[config.mk]
export PLATFORM = sky130hd
export DESIGN_NAME = pipe_reg
export DESIGN_NICKNAME = d
export VERILOG_FILES = /design/src/rtl/pipe_reg.sv
export SDC_FILE = /design/constraint.sdc
export NUM_CORES = 1
export LEC_CHECK = 0
export ABC_CLOCK_PERIOD_IN_PS = 1900
export CORE_MARGIN = 3
export CORE_UTILIZATION = 48
export DETAILED_ROUTE_END_ITERATION = 16
export HOLD_SLACK_MARGIN = 0.02
export PLACE_DENSITY = 0.77
export SLEW_MARGIN = 20
export SYNTH_ARGS = -nofsm -noshare
export SYNTH_HDL_FRONTEND = slang
export SYNTH_SLANG_ARGS = --single-unit
export TNS_END_PERCENT = 30
[constraint.sdc]
create_clock -name clk -period 1.9 [get_ports clk]
set_input_delay 0.38 -clock clk [delete_from_list [all_inputs] [get_ports clk]]
set_output_delay 0.38 -clock clk [all_outputs]
set_load 0.02 [all_outputs]
[src/rtl/pipe_reg.sv]
// pipe_reg: WIDTH-bit, DEPTH-stage stallable register pipeline with a
// valid/ready handshake. Empty stages keep advancing while downstream stages
// are stalled, so bubbles collapse. It also provides a synchronous flush, a
// registered occupancy count, and data registers that reset to INIT.
module pipe_reg #(
  parameter int              WIDTH = 8,
  parameter int              DEPTH = 3,
  parameter logic [WIDTH-1:0] INIT = '0,
  localparam int             CNT_W = $clog2(DEPTH + 1)
) (
  input  logic             clk,
  input  logic             rst_n,
  input  logic             flush,
  input  logic [WIDTH-1:0] in_data,
  input  logic             in_valid,
  output logic             in_ready,
  output logic [WIDTH-1:0] out_data,
  output logic             out_valid,
  input  logic             out_ready,
  output logic [CNT_W-1:0] count
);

  // Stage 0 is the input side. Stage DEPTH-1 drives the outputs.
  logic [DEPTH-1:0] vld_q, vld_d;
  logic [WIDTH-1:0] data_q [DEPTH];
  logic [WIDTH-1:0] data_d [DEPTH];
  logic [CNT_W-1:0] count_q, count_d;

  // go[i]: stage i may take a new value this edge.
  logic [DEPTH-1:0] go;
  logic             in_acc;

  // Move-enable chain, evaluated from the output side back toward the input.
  // A stage may move if it is empty or if the stage after it can move.
  always_comb begin
    logic chain;
    chain = out_ready;
    go    = '0;
    for (int i = DEPTH - 1; i >= 0; i--) begin
      chain = ~vld_q[i] | chain;
      go[i] = chain;
    end
  end

  assign in_ready = go[0] & ~flush;
  assign in_acc   = in_valid & in_ready;

  // Next-state for the stage valids and data. Data loads only when a valid
  // word arrives, so bubbles do not toggle the data registers. Flush clears
  // the valids only and leaves the data untouched.
  always_comb begin
    vld_d  = vld_q;
    data_d = data_q;
    if (flush) begin
      vld_d = '0;
    end else begin
      if (go[0]) begin
        vld_d[0] = in_acc;
        if (in_acc) begin
          data_d[0] = in_data;
        end
      end
      for (int i = 1; i < DEPTH; i++) begin
        if (go[i]) begin
          vld_d[i] = vld_q[i-1];
          if (vld_q[i-1]) begin
            data_d[i] = data_q[i-1];
          end
        end
      end
    end
  end

  // Occupancy after the coming edge is the population count of the next valids.
  always_comb begin
    count_d = '0;
    for (int i = 0; i < DEPTH; i++) begin
      count_d = count_d + CNT_W'(vld_d[i]);
    end
  end

  // State registers. Asynchronous reset empties the pipe and preloads the data with INIT.
  always_ff @(posedge clk or negedge rst_n) begin
    if (!rst_n) begin
      vld_q   <= '0;
      count_q <= '0;
      for (int i = 0; i < DEPTH; i++) begin
        data_q[i] <= INIT;
      end
    end else begin
      vld_q   <= vld_d;
      count_q <= count_d;
      for (int i = 0; i < DEPTH; i++) begin
        data_q[i] <= data_d[i];
      end
    end
  end

  assign out_valid = vld_q[DEPTH-1];
  assign out_data  = data_q[DEPTH-1];
  assign count     = count_q;

endmodule

# Yosys cells after proc, flatten, opt, wreduce, memory -nomap -nowiden
# Cells that the tools add are included.
[word_totals]
out_inout_bits = 12
input_bits = 13
wordCells = 23
register_bits = 29
[classes]
n_addsub = 2
n_mux = 4
bitwise_logic = 9
n_reduce_logical = 3
[ops]
columns = ["op", "n"]
rows = [
  ["$reduce_and A3 Y1", 3],
  ["$not A1 Y1", 4],
  ["$mux W1", 3],
  ["$mux W3", 1],
  ["$or A1 B1 Y1", 3],
  ["$add A1 B1 Y2", 1],
  ["$add A2 B1 Y2", 1],
  ["$and A1 B1 Y1", 2],
]

# Depth between registers and ports, before layout
[logic_depth]
ltp_word = 10
depth_mapped = 4

# Worst setup path after synthesis
# No wires, ideal clock.
[synth_timing]
path_kind = "register -> register"
from = "register vld_q[2]"
to = "register data_q[16] (netlist name)"
path_buffers = 1
stages_incl_launch_ff = 5
synth_period_minus_slack_ps = 1620
path_slack_ps = 280
arrival_time_ps = 1495
cell_sequence = "dfrtp_1 and4b_1 or3b_1 buf_2 mux2_4"
[synth_between]
elab_chain_len = 7
[synth_rtl]
columns = ["element", "line", "rtl"]
rows = [
  ["start: declaration", "24", "logic [DEPTH-1:0] vld_q, vld_d;"],
  ["start signal: assignment", "91", "vld_q <= vld_d;"],
  ["$not A1 Y1 *", "40", "chain = ~vld_q[i] | chain;"],
  ["$or A1 B1 Y1 * (3 in series)", "40", ""],
  ["$and A1 B1 Y1", "45", "assign in_ready = go[0] & ~flush;"],
  ["$and A1 B1 Y1", "46", "assign in_acc = in_valid & in_ready;"],
  ["$reduce_and A3 Y1 (no line) *", "--", ""],
  ["end signal: indexed assignment", "94", "data_q[i] <= data_d[i];"],
  ["end: declaration", "25", "logic [WIDTH-1:0] data_q [DEPTH];"],
]
# Mark *: on every way between the ends. The rest lies on a longest branch, timed or not.
# A chain may end at the register's enable or synchronous reset.

# Worst setup path in the final report
[layout_timing]
from = "input port out_ready"
to = "output port in_ready"
[layout_between]
elab_chain_len = 4
[layout_rtl]
columns = ["element", "line", "rtl"]
rows = [
  ["start: declaration", "19", "input logic out_ready,"],
  ["$or A1 B1 Y1 (3 in series)", "40", ""],
  ["$and A1 B1 Y1", "45", ""],
  ["end: declaration", "16", "output logic in_ready,"],
]
# Every way passes these cells.

==> metrics.cfg <==
[route]
drt_wl_total_um=1805
ant_nets=0
dr.pass1.iters=2
dr_total_vias=642
drt_iter0_drc=3
wl_per_cell_um=13.78
via_per_inst=4.901
route.detailed.drc=0

[setup_path]
cp_data_required_time_ns=1.52
crit_slowest_cell=clkdlybuf4s50_1
r2r_cells=4
cp-end-kind=output pin
critPathMaxFanout=3
cp.arrival_ns=1.36
critPathLaunchType=input port
worst_r2r_endpoint=data_q[16]
worst_path_largest_cell_delay_ns=0.49
critPathKind=input port to output pin
path_cells=clkdlybuf4s50_1 -> and4b_1 -> nor2_1 -> buf_2
r2r_start=vld_q[0]
ff2ff_setup_slack_ns=0.32

[timing]
slew_headroom_pct=76.80
slew_violations=0
setup_violations=0
whs_ns=0.4492
hold_viol=0
timing.final.crit_share_pct=91.72
rsz0062_at_grt=no
max_freq_ghz=0.5739
min_period_ns=1.743
worst_pin_slew_ns=0.3480
finalClockSkew_ns=0.005172

[die]
placeableCoreArea_um2=2276
start_util_pct=52.50
fp.dieW_um=55.90
dieArea_um2=3124
ios=25
fp.dieH_um=55.90
rows=17

[clock_network]
cts_htree_levels=2
cts_sinks=29
path_clk_slew_ns=0.08
clk_path_buf_depth=2
clk_latency_ns=0.31
numCtsBuffers=5
cts_resized=3
postCtsSetupRepairBufs=0
cts_hold_buf=0
cts_root_buf=clkbuf_4
cts_tree=built

[logic_synthesis]
yosysWarnings=0
synth_cells=78
ys_ff_latch=29
syn_avg_cell_area_um2=15.32
syn_area_um2=1195
syn_nets=92
yosysSeqAreaShare_pct=60.73
ys_types=14

[pwr]
p_leak_uw=0.0006835
worst_ir_drop_vdd_uv=702.5
powerDensity_nw_per_um2=1129
total_power_uw=1673

[cells_and_area]
mostFrequentLayoutCell=dfrtp_1
syn_to_final_growth_pct=24.08
post-route-util_pct=65.15
final_cell_mix=dfrtp_1 (29), clkdlybuf4s50_1 (23), mux2_2 (16)
drive_above_1_share_pct=35.92
diodes=0
nets=117

[placed_design]
gp_congestion=0.7014
io_buffers=24
dp_hpwl_um=1337

[global_route]
grt_max_degree=30
overflow=0
grt_first_pass_wirelength_um=2960
grt_pass1_vias=640
gr-usage-all-layers_pct=12.94
antenna_found_initial=0

[run_status]
status=complete, no violations

[hold_path]
hp-class=input port to async pin

[job]
max_cap_viol_count=0

==> logic make-up after synthesis <==
group | count (synthesis) | share of synthesized area, %
flip-flops | 29 | 60.73
buffers and inverters | 12 | 6.596
AND/OR/NAND/NOR | 10 | 4.713
adder cells (fa/ha/maj) | 1 | 1.675
multiplexers | 24 | 25.13
AO/OA/AOI/OAI | 2 | 1.152
==> metal layers <==
metal | part of all wire (%) | track usage (%)
met5 | 0 | 0
met3 | 5.4 | 7.193
met1 | 44 | 15.65
met4 | 0.61 | 4.068
met2 | 50 | 19.76
==> worst max-delay path: cells and delay by family <==
family        cells  cell delay, ns
buf+inv           2            0.67
simple gates      2            0.32
==> synthesized netlist by cell type, drive strengths merged <==
cell   count  share of area, %
or3b       2               1.5
dfrtp     29                61
inv        1              0.31
a211o      1              0.73
mux2      24                25
a21oi      1              0.42
fa         1               1.7
and4b      1              0.84
buf       11               6.3
nor2       6               1.9
nor2b      1              0.52
==> sequential cells by signal, summed over array words and instances (netlist names) <==
signal    count
vld_q         3
out_data      8
data_q       16
count         2
==> power by group <==
| group | internal [uW] | total (uW) | switching (uW) |
|---|---|---|---|
| logic | 284 | 476 | 193 |
| registers | 767 | 839 | 71.6 |
| clock network | 174 | 358 | 184 |
| total | 1230 | 1670 | 448 |
==> through the flow <==
step / TNS [ns] / setup slack (ns) / instance area [um^2] / instances
after floorplan: 0 / 0.2796 / 1195 / 78
after global placement: -1.528 / -0.2252 / 1433 / 124
after detailed placement: -2.385 / -0.3285 / 1433 / 124
after CTS: 0 / 0.03134 / 1489 / 131
after global routing: 0 / 0.09842 / 1483 / 131
final: 0 / 0.1574 / 1483 / 131
==> layout make-up <==
class | count | area [um^2]
Fill cell | 170 | 793.3
Sequential cell | 29 | 725.7
Multi-Input combinational cell | 37 | 390.4
Timing Repair Buffer | 29 | 272.8
Clock buffer | 7 | 55.05
Tap cell | 28 | 35.03
Inverter | 1 | 3.754
==> worst max path at each step <==
| stage | cells after the start | slack [ns] | endpoint | start |
|---|---|---|---|---|
| after floorplan | 4 | 0.28 | data_q[16] | vld_q[2] |
| after global placement | 4 | -0.23 | in_ready | out_ready |
| after detailed placement | 4 | -0.33 | in_ready | out_ready |
| after CTS | 4 | 0.03 | in_ready | out_ready |
| after global routing | 4 | 0.1 | in_ready | out_ready |
| final | 4 | 0.16 | in_ready | out_ready |
Power figures use the tool's default switching activity.
